===== config.mk =====
export PLATFORM = sky130hd
export DESIGN_NAME = seq_signed_mult_flat
export DESIGN_NICKNAME = d
export VERILOG_FILES = /design/src/rtl/seq_signed_mult_if.sv /design/src/rtl/seq_signed_mult.sv /design/src/flat_wrapper.sv
export SDC_FILE = /design/constraint.sdc
export NUM_CORES = 1
export LEC_CHECK = 0
export CAP_MARGIN = 20
export CELL_PAD_IN_SITES_DETAIL_PLACEMENT = 0
export CELL_PAD_IN_SITES_GLOBAL_PLACEMENT = 1
export CORE_ASPECT_RATIO = 1.25
export CORE_MARGIN = 8
export CORE_UTILIZATION = 35
export DETAILED_ROUTE_END_ITERATION = 16
export DONT_BUFFER_PORTS = 1
export PLACE_DENSITY = 0.59
export SYNTH_ARGS = -nofsm -noshare
export SYNTH_HDL_FRONTEND = slang
export SYNTH_SLANG_ARGS = --single-unit

===== constraint.sdc =====
create_clock -name clk -period 2.75 [get_ports clk]
set_input_delay 0.825 -clock clk [delete_from_list [all_inputs] [get_ports clk]]
set_output_delay 0.825 -clock clk [all_outputs]
set_load 0.005 [all_outputs]

===== src/rtl/seq_signed_mult_if.sv =====
// Handshake and data bundle for seq_signed_mult.
// The requester drives the master side; the multiplier takes the slave side.
interface seq_signed_mult_if #(
    parameter int WIDTH = 8
);
    logic                 start;
    logic                 signed_mode;
    logic [WIDTH-1:0]     a_in;
    logic [WIDTH-1:0]     b_in;
    logic                 ready;
    logic                 busy;
    logic                 done;
    logic [2*WIDTH-1:0]   product;

    modport master (
        output start, signed_mode, a_in, b_in,
        input  ready, busy, done, product
    );

    modport slave (
        input  start, signed_mode, a_in, b_in,
        output ready, busy, done, product
    );
endinterface


===== src/rtl/seq_signed_mult.sv =====
// Sequential shift-add multiplier, signed or unsigned per request.
// The operands are reduced to magnitudes and multiplied one multiplier bit per
// cycle; the sign is then restored in a single fix-up cycle.
// Optional feature macro: SEQ_MULT_EARLY_TERM_EN -- when defined, the
// iteration phase stops as soon as no multiplier bits remain to be processed.
module seq_signed_mult #(
    parameter int WIDTH = 8
) (
    input  logic          clk,
    input  logic          reset,
    seq_signed_mult_if.slave bus
);
    localparam int PW = 2 * WIDTH;
    localparam int CW = $clog2(WIDTH + 1);

    localparam logic [2:0] S_IDLE = 3'd0;
    localparam logic [2:0] S_LOAD = 3'd1;
    localparam logic [2:0] S_CALC = 3'd2;
    localparam logic [2:0] S_FIX  = 3'd3;
    localparam logic [2:0] S_DONE = 3'd4;

    logic [2:0]       state_q,   state_d;
    logic [WIDTH-1:0] a_q,       a_d;
    logic [WIDTH-1:0] b_q,       b_d;
    logic             mode_q,    mode_d;
    logic             neg_q,     neg_d;
    logic [PW-1:0]    mcand_q,   mcand_d;
    logic [WIDTH-1:0] mag_b_q,   mag_b_d;
    logic [PW-1:0]    acc_q,     acc_d;
    logic [CW-1:0]    cnt_q,     cnt_d;
    logic [PW-1:0]    product_q, product_d;

    // Magnitude of x; the most negative value maps to 2^(WIDTH-1), which
    // still fits an unsigned WIDTH-bit result.
    function automatic logic [WIDTH-1:0] magnitude(input logic [WIDTH-1:0] x,
                                                   input logic             sm);
        return (sm && x[WIDTH-1]) ? -x : x;
    endfunction

    // Next-state and datapath update for every state.
    always_comb begin
        // NOTE: every signal gets its hold value first so no path leaves it
        // unassigned, which would otherwise infer a latch.
        state_d   = state_q;
        a_d       = a_q;
        b_d       = b_q;
        mode_d    = mode_q;
        neg_d     = neg_q;
        mcand_d   = mcand_q;
        mag_b_d   = mag_b_q;
        acc_d     = acc_q;
        cnt_d     = cnt_q;
        product_d = product_q;

        case (state_q)
            S_IDLE, S_DONE: begin
                if (bus.start) begin
                    state_d = S_LOAD;
                    a_d     = bus.a_in;
                    b_d     = bus.b_in;
                    mode_d  = bus.signed_mode;
                end else begin
                    state_d = S_IDLE;
                end
            end
            S_LOAD: begin
                mcand_d = {{WIDTH{1'b0}}, magnitude(a_q, mode_q)};
                mag_b_d = magnitude(b_q, mode_q);
                neg_d   = mode_q & (a_q[WIDTH-1] ^ b_q[WIDTH-1]);
                acc_d   = '0;
                cnt_d   = CW'(WIDTH);
                state_d = S_CALC;
            end
            S_CALC: begin
                // mcand_q already carries the shift by (WIDTH - cnt).
                if (mag_b_q[0]) begin
                    acc_d = acc_q + mcand_q;
                end
                mcand_d = mcand_q << 1;
                mag_b_d = mag_b_q >> 1;
                cnt_d   = cnt_q - CW'(1);
`ifdef SEQ_MULT_EARLY_TERM_EN
                if ((cnt_d == '0) || (mag_b_d == '0)) begin
                    state_d = S_FIX;
                end
`else
                if (cnt_d == '0) begin
                    state_d = S_FIX;
                end
`endif
            end
            S_FIX: begin
                product_d = neg_q ? -acc_q : acc_q;
                state_d   = S_DONE;
            end
            default: begin
                state_d = S_IDLE;
            end
        endcase
    end

    // State and datapath registers; reset clears everything, including the product.
    always_ff @(posedge clk or posedge reset) begin
        if (reset) begin
            state_q   <= S_IDLE;
            a_q       <= '0;
            b_q       <= '0;
            mode_q    <= 1'b0;
            neg_q     <= 1'b0;
            mcand_q   <= '0;
            mag_b_q   <= '0;
            acc_q     <= '0;
            cnt_q     <= '0;
            product_q <= '0;
        end else begin
            // NOTE: non-blocking assignments so every register samples the
            // pre-edge values regardless of statement order.
            state_q   <= state_d;
            a_q       <= a_d;
            b_q       <= b_d;
            mode_q    <= mode_d;
            neg_q     <= neg_d;
            mcand_q   <= mcand_d;
            mag_b_q   <= mag_b_d;
            acc_q     <= acc_d;
            cnt_q     <= cnt_d;
            product_q <= product_d;
        end
    end

    assign bus.ready   = (state_q == S_IDLE) || (state_q == S_DONE);
    assign bus.busy    = (state_q == S_LOAD) || (state_q == S_CALC) || (state_q == S_FIX);
    assign bus.done    = (state_q == S_DONE);
    assign bus.product = product_q;
endmodule


===== src/flat_wrapper.sv =====
// flat-port wrapper written by rule: the top's interface ports become plain ports
module seq_signed_mult_flat 
#(
    parameter int WIDTH = 8
)
  (clk, reset, bus_start, bus_signed_mode, bus_a_in, bus_b_in, bus_ready, bus_busy, bus_done, bus_product);
  seq_signed_mult_if #(.WIDTH(WIDTH)) bus_i ();
  input  logic clk;
  input  logic reset;
  input wire logic [$bits(bus_i.start)-1:0] bus_start;
  input wire logic [$bits(bus_i.signed_mode)-1:0] bus_signed_mode;
  input wire logic [$bits(bus_i.a_in)-1:0] bus_a_in;
  input wire logic [$bits(bus_i.b_in)-1:0] bus_b_in;
  output wire logic [$bits(bus_i.ready)-1:0] bus_ready;
  output wire logic [$bits(bus_i.busy)-1:0] bus_busy;
  output wire logic [$bits(bus_i.done)-1:0] bus_done;
  output wire logic [$bits(bus_i.product)-1:0] bus_product;
  assign bus_i.start = bus_start;
  assign bus_i.signed_mode = bus_signed_mode;
  assign bus_i.a_in = bus_a_in;
  assign bus_i.b_in = bus_b_in;
  assign bus_ready = bus_i.ready;
  assign bus_busy = bus_i.busy;
  assign bus_done = bus_i.done;
  assign bus_product = bus_i.product;
  seq_signed_mult #(.WIDTH(WIDTH)) u_core (.clk(clk), .reset(reset), .bus(bus_i));
endmodule

Word level (Yosys, flattened, before mapping). Index checks and enable logic that the tools add are counted.

Register bits: 81. Bits in latches: 0. Bits in writable memories: 0. Bits in read-only memories: 0. Input bits: 20. Output and inout port bits: 19. Word-level logic and storage cells: 45. Memories kept: 0.

Add/sub/neg operators: 5. $mul: 0. Div/mod/pow operators: 0. Magnitude comparators: 0. Eq/ne operators: 6. Shifts and indexed selects: 0. Muxes and demuxes: 11. Bitwise logic cells: 2. Reductions and logical operators: 11.

Operators by type and width (number): $pmux 16 s2 (2); $mux 16 (2); $add 16x16->16 (1); $mux 8 (2); $neg 16->16 (1); $neg 8->8 (2); $pmux 8 s2 (1); $pmux 3 s4 (1); $pmux 4 s2 (1); $eq 3x2->1 const B (2); $logic_not 4->1 (1); $ne 2x1->1 const B (2); $reduce_and 2->1 (2); $sub 4x1->4 const B (1); $eq 3x1->1 const B (1); $eq 3x3->1 const B (1); $logic_not 3->1 (1); $logic_or 1x1->1 (3); $mux 3 (1); $logic_and 1x1->1 (2); $reduce_bool 2->1 (1); $reduce_or 2->1 (1); $and 1x1->1 (1); $mux 1 (1); $xor 1x1->1 (1).

Longest topological paths before layout. Gate-level depths: netlist of run 1.

Word-level depth: 4. Mapped depth: 9.

Worst setup path after synthesis of run 1. OpenSTA, ideal clock, no wires.

Path kind: register to register. Start: reg u_core.acc_q[0]. End: reg u_core.acc_q[10]. Data arrival time: 1948 ps. Slack: 673 ps. Cell stages (with the launch flop): 10. Path buffers: 0. Clock period less this slack: 2077 ps. Path through: dfrtp_1 -> ha_1 -> inv_1 -> fa_1 -> nor2b_1 -> o31a_1 -> o31a_1 -> a311oi_1 -> xor2_1 -> o21ai_1.

Longest elaborated chain between the ends: 3.

Ends and longest elaborated chain: start: declaration (line seq_signed_mult.sv:29) `logic [PW-1:0] acc_q, acc_d;`; start signal: assignment (line seq_signed_mult.sv:112) `acc_q <= '0;`; start signal: assignment (line seq_signed_mult.sv:125) `acc_q <= acc_d;`; $add 16x16->16 (line seq_signed_mult.sv:77) `acc_d = acc_q + mcand_q;`; $mux 16 (line seq_signed_mult.sv:76) `if (mag_b_q[0]) begin`; $pmux 16 s2 (line seq_signed_mult.sv:55) `case (state_q)`.

No other way between the ends. The select of a mux whose other input is x is not followed. A chain may end at the register's enable or synchronous reset.

Worst setup path after layout of run 1.
Start: reg u_core.acc_q[0]. End: reg u_core.acc_q[12].

The elaborated chain is that of the path after synthesis.

==> out/summary.md, run 1 <==
Pin placement for this block handled 39 I/O pins. The die covers 16,700 um^2. The endpoint of the most critical register-to-register path was u_core.acc_q[12]. The startpoint identified for the worst hold timing path is u_core.mag_b_q[4]. Post-CTS repair changed the size of 0 cells. The logs give 0 for the antenna diode instance count and 42.2% for the relative slew slack. After floorplanning, the core was sized to cover 12,600 um^2. Register bit count reported by yosys: 81. The flow ran to the end, and the final reports show no timing, DRC or antenna violations. The endpoint of the worst hold-timing path is u_core.mag_b_q[4].

STA classifies the critical path startpoint as a flop. The worst setup path is captured at a flop. Power spread over the standard cell area amounts to 1240 nW/um^2. The first global-routing pass estimated 17,300 um of wire. The class of the tightest hold or removal check is flop to flop. The post-synthesis instance total came out at 485. The worst path needs 2.33 ns of the cycle, external delays included.

For the cell-internal power, the log shows 3670 uW. The run gives 1,260 as the total of fill cells in the finished design. The average vias per placed instance works out to 5.14. The total instance count after detailed placement was 638. The floorplan has 46 rows.

The final weighted congestion of routability-driven global placement is 0.792, and the fraction of registers with async set or reset after synthesis is 100%. The tools report the number of DRC violations after detailed routing as 0. Before antenna repair, the detailed router went through 4 iterations. Switching power: 2550 uW. In this run, synthesis inferred 0 flip-flops with an integrated enable. Measured along the x axis, the die boundary spans 117 um. STA puts the critical path data required time at 2.98 ns.

The sequential share of the synthesized area was 45.1%; the proportion of power drawn by flip-flops and latches was 36.3%. The category of the most critical setup path was flop to flop. The post-synthesis area per instance came out at 9.26 um^2.

The total routed wirelength was 10,100 um; the final hold violation count was 0. Across the VDD grid, the largest voltage drop is 0.000543 V. Derived from the worst setup path, the maximum achievable clock frequency is 0.430 GHz.

The clock arrives with 0.00536 ns of skew. Entering global routing, the biggest net connects 41 pins. The number of H-tree levels was 3. The finished layout holds 654 standard cells, fillers aside.

The measured slew at the worst slew-check pin is 0.865 ns, and the final number of setup-violating endpoints is 0. The clock passes through at most 2 buffers. Relative to the synthesized area, the layout overhead comes to 11.4%. Counting every net in the synthesized netlist gives 526. The detailed placer's ending HPWL is 7530 um. Once the floorplan was initialized, standard cells occupied 35.6% of the core. By area the synthesized netlist is led by dfrtp_1 (45%), o21ai_0 (7.6%), nand2_1 (6.2%). Of the cells placed in the final design, the portion with a size suffix greater than 1 is 9.05%. The later-pin clock latency in the skew report is 0.34 ns, and the leakage power is 0.00220 uW. In this run the critical register-to-register path is launched from u_core.acc_q[0].

Residual overflow from global routing: 0. The total standard cell area after synthesis is 4490 um^2. Across the run, the number of max-cap violations was 0.

The average routed wire per standard cell was 15.5 um; the number of antenna violations at the first check in global routing was 0. At the worst endpoint, the arrival time is 2.56 ns. The number of cells traversed by the worst register-to-register path works out to 9.

The number of buffers inserted during clock tree synthesis was 9. Buffers inserted to repair hold after CTS numbered 0. Combinational cells account for 42.3% of the total power.

TritonCTS built the clock tree. In the synthesized netlist the dominant register cell turns out to be dfrtp_1. The clock-pin slew on the worst setup and hold paths is 0.07 ns, and the number of global-route vias before repair is 3,444. Net switching is 41.0% of the power. The area share of the leading cell type in the synthesized netlist is 45.1%.

The number of buffers inserted to repair setup after CTS is 0, and the violation count after the first detailed-route iteration is 150. Adding up every negative setup slack in the final design gives 0 ns. In this run the tool buffered the top-level ports with 0 buffer cells. The tools report the clock network power share as 21.5%. The worst hold path was traced through 2 stages. The count of nets left with antenna violations once routing finished came out at 0. The clock drives 81 sinks. The count of nets after finishing is 522. The final number of max-transition violations was 0; the all-layer global routing usage was 12.8%. The warning count from the yosys run came out at 0. The most area-hungry cell type in the Yosys netlist was dfrtp_1.

The die is 143 um tall. In this run the worst path has a maximum fanout of 4. Setup repair after global routing left no endpoint under its margin. The cell at the root of the clock tree is clkbuf_16. The tools report the register-to-register setup slack as 0.42 ns. For the distinct cell type count of the synthesized netlist, the log shows 51. Dividing the final minimum period by the clock period gives 84.6%. The routed layout has 3,360 vias.
final cells by class:
type / instances / area, um^2 / share of cell area (%)
repair buffers: 7 / 65.1 / 1.30
clock buffers: 10 / 239 / 4.78
well taps: 168 / 210 / 4.20
clock inverters: 6 / 90.1 / 1.80
flip-flops and latches: 81 / 2030 / 40.5
multi-input cells: 362 / 2290 / 45.8
inverters: 20 / 78.8 / 1.58
power by group through the flow:
stage | logic [uW] | clock network [uW] | registers (uW)
6_report | 2630 | 1340 | 2260
4_1_cts | 2690 | 1380 | 2270
2_1_floorplan | 2240 | 0 | 2070
3_3_place_gp | 2650 | 0 | 2280
5_1_grt | 3050 | 1420 | 2360
3_5_place_dp | 2680 | 0 | 2300
sequential cells by signal (all words and copies together) (netlist names):
register,flops
u_core.state_q,3
u_core.mag_b_q,8
u_core.bus.product,16
u_core.b_q,8
u_core.cnt_q,4
u_core.acc_q,16
u_core.neg_q,1
u_core.a_q,8
u_core.mcand_q,16
u_core.mode_q,1
synth_stat cells (5+ instances only):
library cell and n:
a21o_1 5, a21oi_1 34, a22o_1 9, a31oi_1 5
buf_2 5, clkbuf_1 15, dfrtp_1 81, ha_1 20
inv_1 19, mux2_2 11, nand2_1 74, nand2b_1 7
nand3_1 7, nor2_1 23, nor3_1 6, o21ai_0 68
o31ai_1 7, xnor2_1 21, xor2_1 12
stage by stage:
stage	instance area, um^2	total power, uW	utilization (%)	hold WS (ns)	setup WS [ns]
floorplan	4500	4310	-	0.450	0.673
finish	5000	6220	39.7	0.486	0.424
global placement	4670	4930	37.1	0.466	0.467
detailed placement	4670	4980	37.1	0.477	0.439
CTS	5000	6340	39.7	0.492	0.420
global route	5000	6830	39.7	0.511	0.134
critical path, cell delays in order, from the launching register on:
cell and delay (ns):
dfrtp_1 0.40, ha_1 0.20, inv_1 0.06, fa_1 0.40, nor2b_1 0.17, o31a_1 0.23
o31a_1 0.20, o21ai_0 0.13, and3_1 0.19, o31ai_1 0.24
kinds of logic (layout without fill, tap and decap cells):
group,Yosys count,after routing,synth area share [%]
flops,81,81,45.1
fa+ha+maj,21,21,6.02
mux,14,14,3.43
compound gates,156,156,21.2
buf+inv,42,43,3.90
xor+xnor,33,33,6.43
simple gates,138,138,13.9
cell usage in the layout, fill, tap and decap left out, types with 9 or more instances in the layout:
| cell | synthesis | layout |
|---|---|---|
| dfrtp_1 | 81 | 81 |
| nand2_1 | 74 | 74 |
| o21ai_0 | 68 | 68 |
| a21oi_1 | 34 | 34 |
| nor2_1 | 23 | 22 |
| xnor2_1 | 21 | 21 |
| ha_1 | 20 | 20 |
| inv_1 | 19 | 18 |
| xor2_1 | 12 | 12 |
| mux2_2 | 11 | 11 |
| a22o_1 | 9 | 9 |
| clkbuf_16 | 0 | 9 |
per-layer routing:
metal | vias to the layer above | part of all wire [%] | GRT usage, %
li1 | 1699 | - | -
met2 | 57 | 48 | 21.7
met5 | - | 0 | 0
met3 | 6 | 4.0 | 3.16
met4 | 0 | 1.0 | 5.13
met1 | 1598 | 47 | 15.3
how the worst max path moves through the flow:
stage / from / endpoint / slack (ns) / depth (start not counted)
after global routing: u_core.acc_q[6] / u_core.acc_q[15] / 0.13 / 7
after global placement: u_core.acc_q[3] / u_core.acc_q[15] / 0.47 / 7
after CTS: u_core.acc_q[2] / u_core.acc_q[15] / 0.42 / 7
after floorplan: u_core.acc_q[0] / u_core.acc_q[10] / 0.67 / 9
after detailed placement: u_core.acc_q[2] / u_core.acc_q[15] / 0.44 / 7
final: u_core.acc_q[0] / u_core.acc_q[12] / 0.42 / 9
(Power assumes the default switching activity.)
==> run 2, diff against run 1 <==
Settings changed: PLACE_DENSITY 0.59 to 0.57.
Clock period 2.75 ns to 2.3 ns, I/O delays scaled along.
==> run 2 against run 1 <==
First-iteration DRC count rose by 3.3%. Sequential power rose by 19%. Clock skew fell by 0.0013 ns. Cell count rose by 2.0%. Critical path type unchanged. Highest routed layer unchanged.
==> out/summary.md, run 2 (synthesis gave the netlist of run 1 again) <==
Cell internal power was estimated by the tool at 4370 uW. The maximum clock insertion buffer count is 2, and the power per cell area is 1460 nW/um^2. In the layout the commonest cells are dfrtp_1 (81), nand2_1 (74), o21ai_0 (66).

The switching power is 3100 uW. The area used by sequential logic in the layout came out at 2030 um^2. The endpoint identified for the worst register-to-register timing path is u_core.acc_q[10]. The measured slew at the worst slew-check pin came out at 0.720 ns.

Entering global routing, the biggest net connects 41 pins. The number of clock buffers added by TritonCTS is 9. The fraction of final layout cells with drive strength greater than 1 was 13.6%. The all-layer global routing usage is 13.1%, and the total instance count after detailed placement is 649. For this block, the routed nets add up to 10,500 um of wire. The die covers 16,700 um^2.

Relative to the synthesized area, the layout overhead comes to 14.3%. The post-route fraction of the period consumed by the critical path was 96.3%; the number of DRC violations after detailed routing was 0. The final number of setup-violating endpoints is 0. The first detailed-routing pass ran for 4 iterations. The type of destination of the critical path is a flop. Once detail routing completed, the nets flagged for antenna violations numbered 0. Clock-pin slew on the worst setup and hold paths: 0.06 ns. After the last flow step, the layout net total stands at 535. Leaving out fill and tap cells, the most frequent cell in the layout is dfrtp_1. The total overflow left after global routing is 0.

The initial utilization of the core area, before any placement, comes to 35.6%. Setup repair after global routing left no endpoint under its margin. The startpoint identified for the worst register-to-register timing path is u_core.mcand_q[2]. For the worst-skew pair, the clock arrives at the later sink with an insertion delay of 0.34 ns. Cell at the root of the clock tree: clkbuf_16. Worst setup path endpoint: u_core.acc_q[10].

The final number of max-transition violations came out at 0. The site row count is 46. The overall die height came out at 143 um. The run finished with clean final reports. For the max-capacitance violation count, the log shows 0.

STA puts the critical path data required time at 2.50 ns. Counting cells, the worst reg-to-reg path comes to 7. The tools report the register-to-register setup slack as 0.08 ns. TritonCTS built the clock tree. The number of antenna violations at the first check in global routing came out at 0.

The proportion of total power due to net switching came out at 41.5%. Combinational cell fraction of total power: 45.1%. The layout has 1,274 filler cells. The proportion of power drawn by flip-flops and latches is 35.9%, and the number of H-tree levels is 3. The core region is 12,600 um^2. Antenna diode instance count: 0. The worst hold slack was 0.227 ns; the final hold violation count was 0.

For this design the static power due to leakage is 0.00225 uW. For the worst setup path, the data arrival time is 2.42 ns. For the maximum vdd ir drop, the log shows 0.000514 V.

Of all nets on the critical path, the largest fanout is 4. The maximum frequency from static timing analysis was 0.451 GHz; the wire length of the first global-routing pass was 17,800 um. Final weighted congestion of routability-driven global placement: 0.821. Maximum clock skew at final layout: 0.00408 ns. The number of primary I/O pins is 39, and the final critical-path required period is 2.22 ns. The run gives 18.9% as the clock network power share. In this run the worst hold path is classified as primary input to async pin.

The most critical setup path has its startpoint at u_core.mcand_q[2]. The category of the most critical setup path is flop to flop. Once detailed placement completed, the half-perimeter wirelength came to 7630 um. Port buffering added 0 buffers. The routed layout has 3,422 vias. The multi-input combinational cells in the finished layout cover a total of 2350 um^2. The run gives 52.0% as the relative slew slack. STA classifies the critical path startpoint as a flop. The tools report the number of global-route vias before repair as 3,501. The die is 117 um wide. Using the TritonRoute via totals, the vias-per-cell ratio works out to 5.13. For this block, the initial DRC count from the detailed router was 155. Setup total negative slack on the finished layout was measured at 0 ns.

In this run, post-CTS hold repair placed 0 buffers. The number of cells in the finished layout apart from fillers was 667; the average routed wire per standard cell was 15.7 um. The clock drives 81 sinks.
run 2: what timing repair did:
item | in CTS | in global routing
resized for setup | 0 | 17
buffers inserted | 1 | 1
endpoints found under the setup margin | 1 | 7
pin swaps | 1 | 7
run 2: worst min-delay path by stage:
stage | endpoint | startpoint | slack (ns) | cells past startpoint
after floorplan | u_core.mag_b_q[1] | u_core.mag_b_q[1] | 0.45 | 2
after global placement | u_core.mag_b_q[1] | u_core.mag_b_q[1] | 0.47 | 2
after detailed placement | u_core.mag_b_q[1] | u_core.mag_b_q[1] | 0.47 | 2
after CTS | u_core.acc_q[0] | reset | 0.23 | 1
after global routing | u_core.acc_q[0] | reset | 0.24 | 1
final | u_core.acc_q[0] | reset | 0.23 | 1
run 2: power by group through the flow:
stage,clock (uW),sequential [uW],combinational (uW)
detailed placement,0,2720,3330
finish,1410,2690,3370
CTS,1470,2690,3340
global route,1540,2800,3860
floorplan,0,2480,2680
global placement,0,2700,3280
run 2: critical path: stages, from the launching register on:
cell	delay, ns
dfrtp_1	0.40
ha_1	0.34
nor2b_1	0.16
o31a_1	0.32
o31a_1	0.35
a311oi_2	0.27
xor2_1	0.17
o21ai_1	0.07
run 2: metrics by stage:
step           utilization [%]  setup WS (ns)  power (uW)  cell area, um^2
2_1_floorplan                -          0.223        5150             4500
3_3_place_gp              37.8         0.0618        5980             4770
3_5_place_dp              37.8        0.00807        6040             4770
4_1_cts                   40.2         0.0280        7500             5070
5_1_grt                   40.7        0.00289        8200             5140
6_report                  40.7         0.0846        7470             5140
run 2: layout make-up:
| type | instances | share of cell area [%] |
|---|---|---|
| clock inverters | 2 | 0.195 |
| inverters | 20 | 1.53 |
| flip-flops and latches | 81 | 39.5 |
| multi-input cells | 362 | 45.8 |
| repair buffers | 20 | 3.41 |
| well taps | 168 | 4.09 |
| clock buffers | 14 | 5.53 |
run 2: routing by layer:
layer | GRT usage [%] | share of wire [%] | up-vias
met4 | 4.52 | 1.4 | 0
met5 | 0 | 0 | -
met2 | 22.4 | 49 | 54
li1 | - | - | 1721
met3 | 3.44 | 4.1 | 11
met1 | 15.7 | 45 | 1636
==> run 3, diff against run 2 <==
Settings changed: CAP_MARGIN 20 to unset, CORE_ASPECT_RATIO 1.25 to 1.2.
==> run 3 against run 2 <==
Total power is 0.47% lower. First-iteration DRC count down 11%. Count of clock-buffer cells in the layout shrank 4. Sequential cell count did not move. Cell count decreased by 0.15%. Core utilization grew 0.065 points. Worst setup slack better by 0.0042 ns. Largest power group unchanged. Non-clock buffer count grew 3. Critical path type unchanged.
==> out/summary.md, run 3 (synthesis gave the netlist of run 1 again) <==
Across the whole layout, storage elements account for 2030 um^2. For this design, the sink count on the clock tree is 81. The run gives 7500 um as the detailed placer's ending HPWL. The worst path in the final design needs a cycle of 2.21 ns, including I/O delays and setup.

For the pin with the worst max-slew slack, the measured transition is 0.733 ns. For this run, design rule violations remaining after detail routing come to 0. After detailed routing, the met3 layer carries 358 um of wire. Count of nets left with antenna violations after detail routing: 0.

For the final number of max-transition violations, the log shows 0. The run gives 1,307 as the total of fill cells in the finished design. Dividing the detail-routed wire length by the instance count gives 15.3 um. For the antenna diode instance count, the log shows 0. Entering global routing, the biggest net connects 41 pins. Maximum clock skew at final layout: 0.00711 ns.

The tools report the routed length on met1 as 4760 um. At the end of routability-driven placement, the weighted congestion stood at 0.755. The average vias per placed instance came out at 5.12. The class of the tightest hold or removal check was primary input to async pin.

39 I/O pins were placed. Tracing the worst setup path back leads to its startpoint at u_core.mcand_q[0]. Hold timing on the final database bottoms out at a slack of 0.233 ns.

The worst setup path is captured at a flop. Floorplan die width: 119 um. In this run the critical register-to-register path is launched from u_core.mcand_q[0]. For this configuration, the core starts out at a cell density of 35.6%. Category of the most critical setup path: flop to flop. The clock tree synthesis step divided the H-tree into 3 levels. For the site row count, the log shows 45. The worst path uses 96.1% of the clock period. The final hold violation count is 0.

Summed over all cells, the static leakage comes to 0.00224 uW. The highest signal layer in the routed design was met4. The number of placed instances, taps included, is 649. The floorplan step defined a die boundary enclosing 16,700 um^2.

From synthesis to final layout, the design area changed by 14.6%. The run gives 7440 uW as the overall power of the completed layout. Clock-pin slew was measured on the worst setup and hold paths at 0.06 ns. The first detailed-routing pass ran for 4 iterations. The maximum fanout along the worst path is 4, and the power per cell area is 1450 nW/um^2.

At the later pin of the worst-skew pair, clock insertion delay measures 0.34 ns. The detailed router placed 3,409 vias in this run. After detailed routing, the met2 layer carries 4870 um of wire. The run gives 51.1% as the relative slew slack. In the global route stage, overall resource usage came out at 12.6%.

The number of global-route vias before repair is 3,416. Leaving out fill and tap cells, the most frequent cells in the layout are dfrtp_1 (79), nand2_1 (74), o21ai_0 (64). Across the run, the number of max-cap violations was 0.

STA classifies the critical path startpoint as a flop. The run finished with clean final reports. The logs give 0 for the number of antenna violations at the first check in global routing and 2.54 ns for the data required time of the worst path. The multi-input combinational cells in the finished layout cover a total of 2370 um^2.

The die is 140 um tall. TritonCTS built the clock tree. The fraction of final layout cells with drive strength greater than 1 works out to 14.3%. Setup repair after global routing could not meet its margin everywhere. The most common cell after layout, fill and taps aside was dfrtp_1.

Port buffering added 0 buffers. The maximum vdd ir drop is 0.000507 V. Violation count after the first detailed-route iteration: 138.

The core region is 12,600 um^2. The first global-routing pass estimated 17,200 um of wire. TritonCTS created 9 clock buffers. In this run the clock root is driven by a clkbuf_16.

Setup violations remaining at the end of the flow were counted as 0. Global routing finished with a remaining overflow of 0. The net count of the finished layout is 538.

The maximum clock insertion buffer count is 2, and the total routed wirelength is 10,200 um. The number of cells in the finished layout apart from fillers is 666, and the maximum frequency from static timing analysis is 0.452 GHz. At the worst endpoint, the arrival time is 2.45 ns.
[run 3: cell types whose count changed in the layout (fill, tap and decap cells not counted), sizes merged]
| cell | previous run | this run |
|---|---|---|
| buf | 20 | 23 |
| clkbuf | 14 | 10 |
| clkinvlp | 1 | 5 |
[run 3: layout make-up]
class                      count  area share (%)
timing repair buffer          23            3.60
inverter                      20            1.53
multi-input combinational    362            46.0
sequential                    81            39.4
clock inverter                 6           0.851
tap                          164            3.99
clock buffer                  10            4.64
[run 3: worst max-delay path: stages (launching register included)]
cell     delay, ns
dfrtp_1       0.36
ha_2          0.20
inv_1         0.06
fa_2          0.34
nor2b_1       0.16
o31a_1        0.26
o31a_1        0.24
o21ai_1       0.11
and3_1        0.19
o31ai_2       0.20
[run 3: layer usage]
layer	track usage (%)	vias up
met5	0	-
met4	5.14	0
met3	2.49	10
met2	21.0	48
met1	15.7	1618
li1	-	1733
[run 3: worst paths after layout]
path / endpoint / depth (start not counted) / slack, ns
worst min register to register: u_core.mag_b_q[4] / 2 / 0.49
min in group clk: u_core.b_q[5] / 2 / 0.47
worst max-delay path: u_core.acc_q[12] / 9 / 0.09
worst max register to register: u_core.acc_q[12] / 9 / 0.09
max in group asynchronous: u_core.mcand_q[12] / 2 / 1.47
worst min-delay path: u_core.mcand_q[3] / 1 / 0.23
[run 3: power by group]
part           internal (uW)  total, uW  switching [uW]
Sequential              2030       2670             632
Combinational           1530       3400            1870
Clock                    761       1370             613
[run 3: through the flow]
| stage | utilization, % | setup slack [ns] | cell area (um^2) | setup TNS, ns |
|---|---|---|---|---|
| final | 40.8 | 0.0888 | 5150 | 0 |
| after global routing | 40.8 | -0.0215 | 5150 | -0.0601 |
| after CTS | 40.2 | 0.0257 | 5060 | 0 |
| after detailed placement | 37.9 | -0.0335 | 4780 | -0.0335 |
| after global placement | 37.9 | 0.0336 | 4780 | 0 |
| after floorplan | - | 0.223 | 4500 | 0 |
[run 3: repair_timing]
action | CTS | global route
endpoints found under the setup margin | 2 | 5
gates resized for setup | 3 | 17
pin swaps | 2 | 7
setup buffers | 0 | 1
gates cloned | 0 | 0
hold buffers | 0 | 0
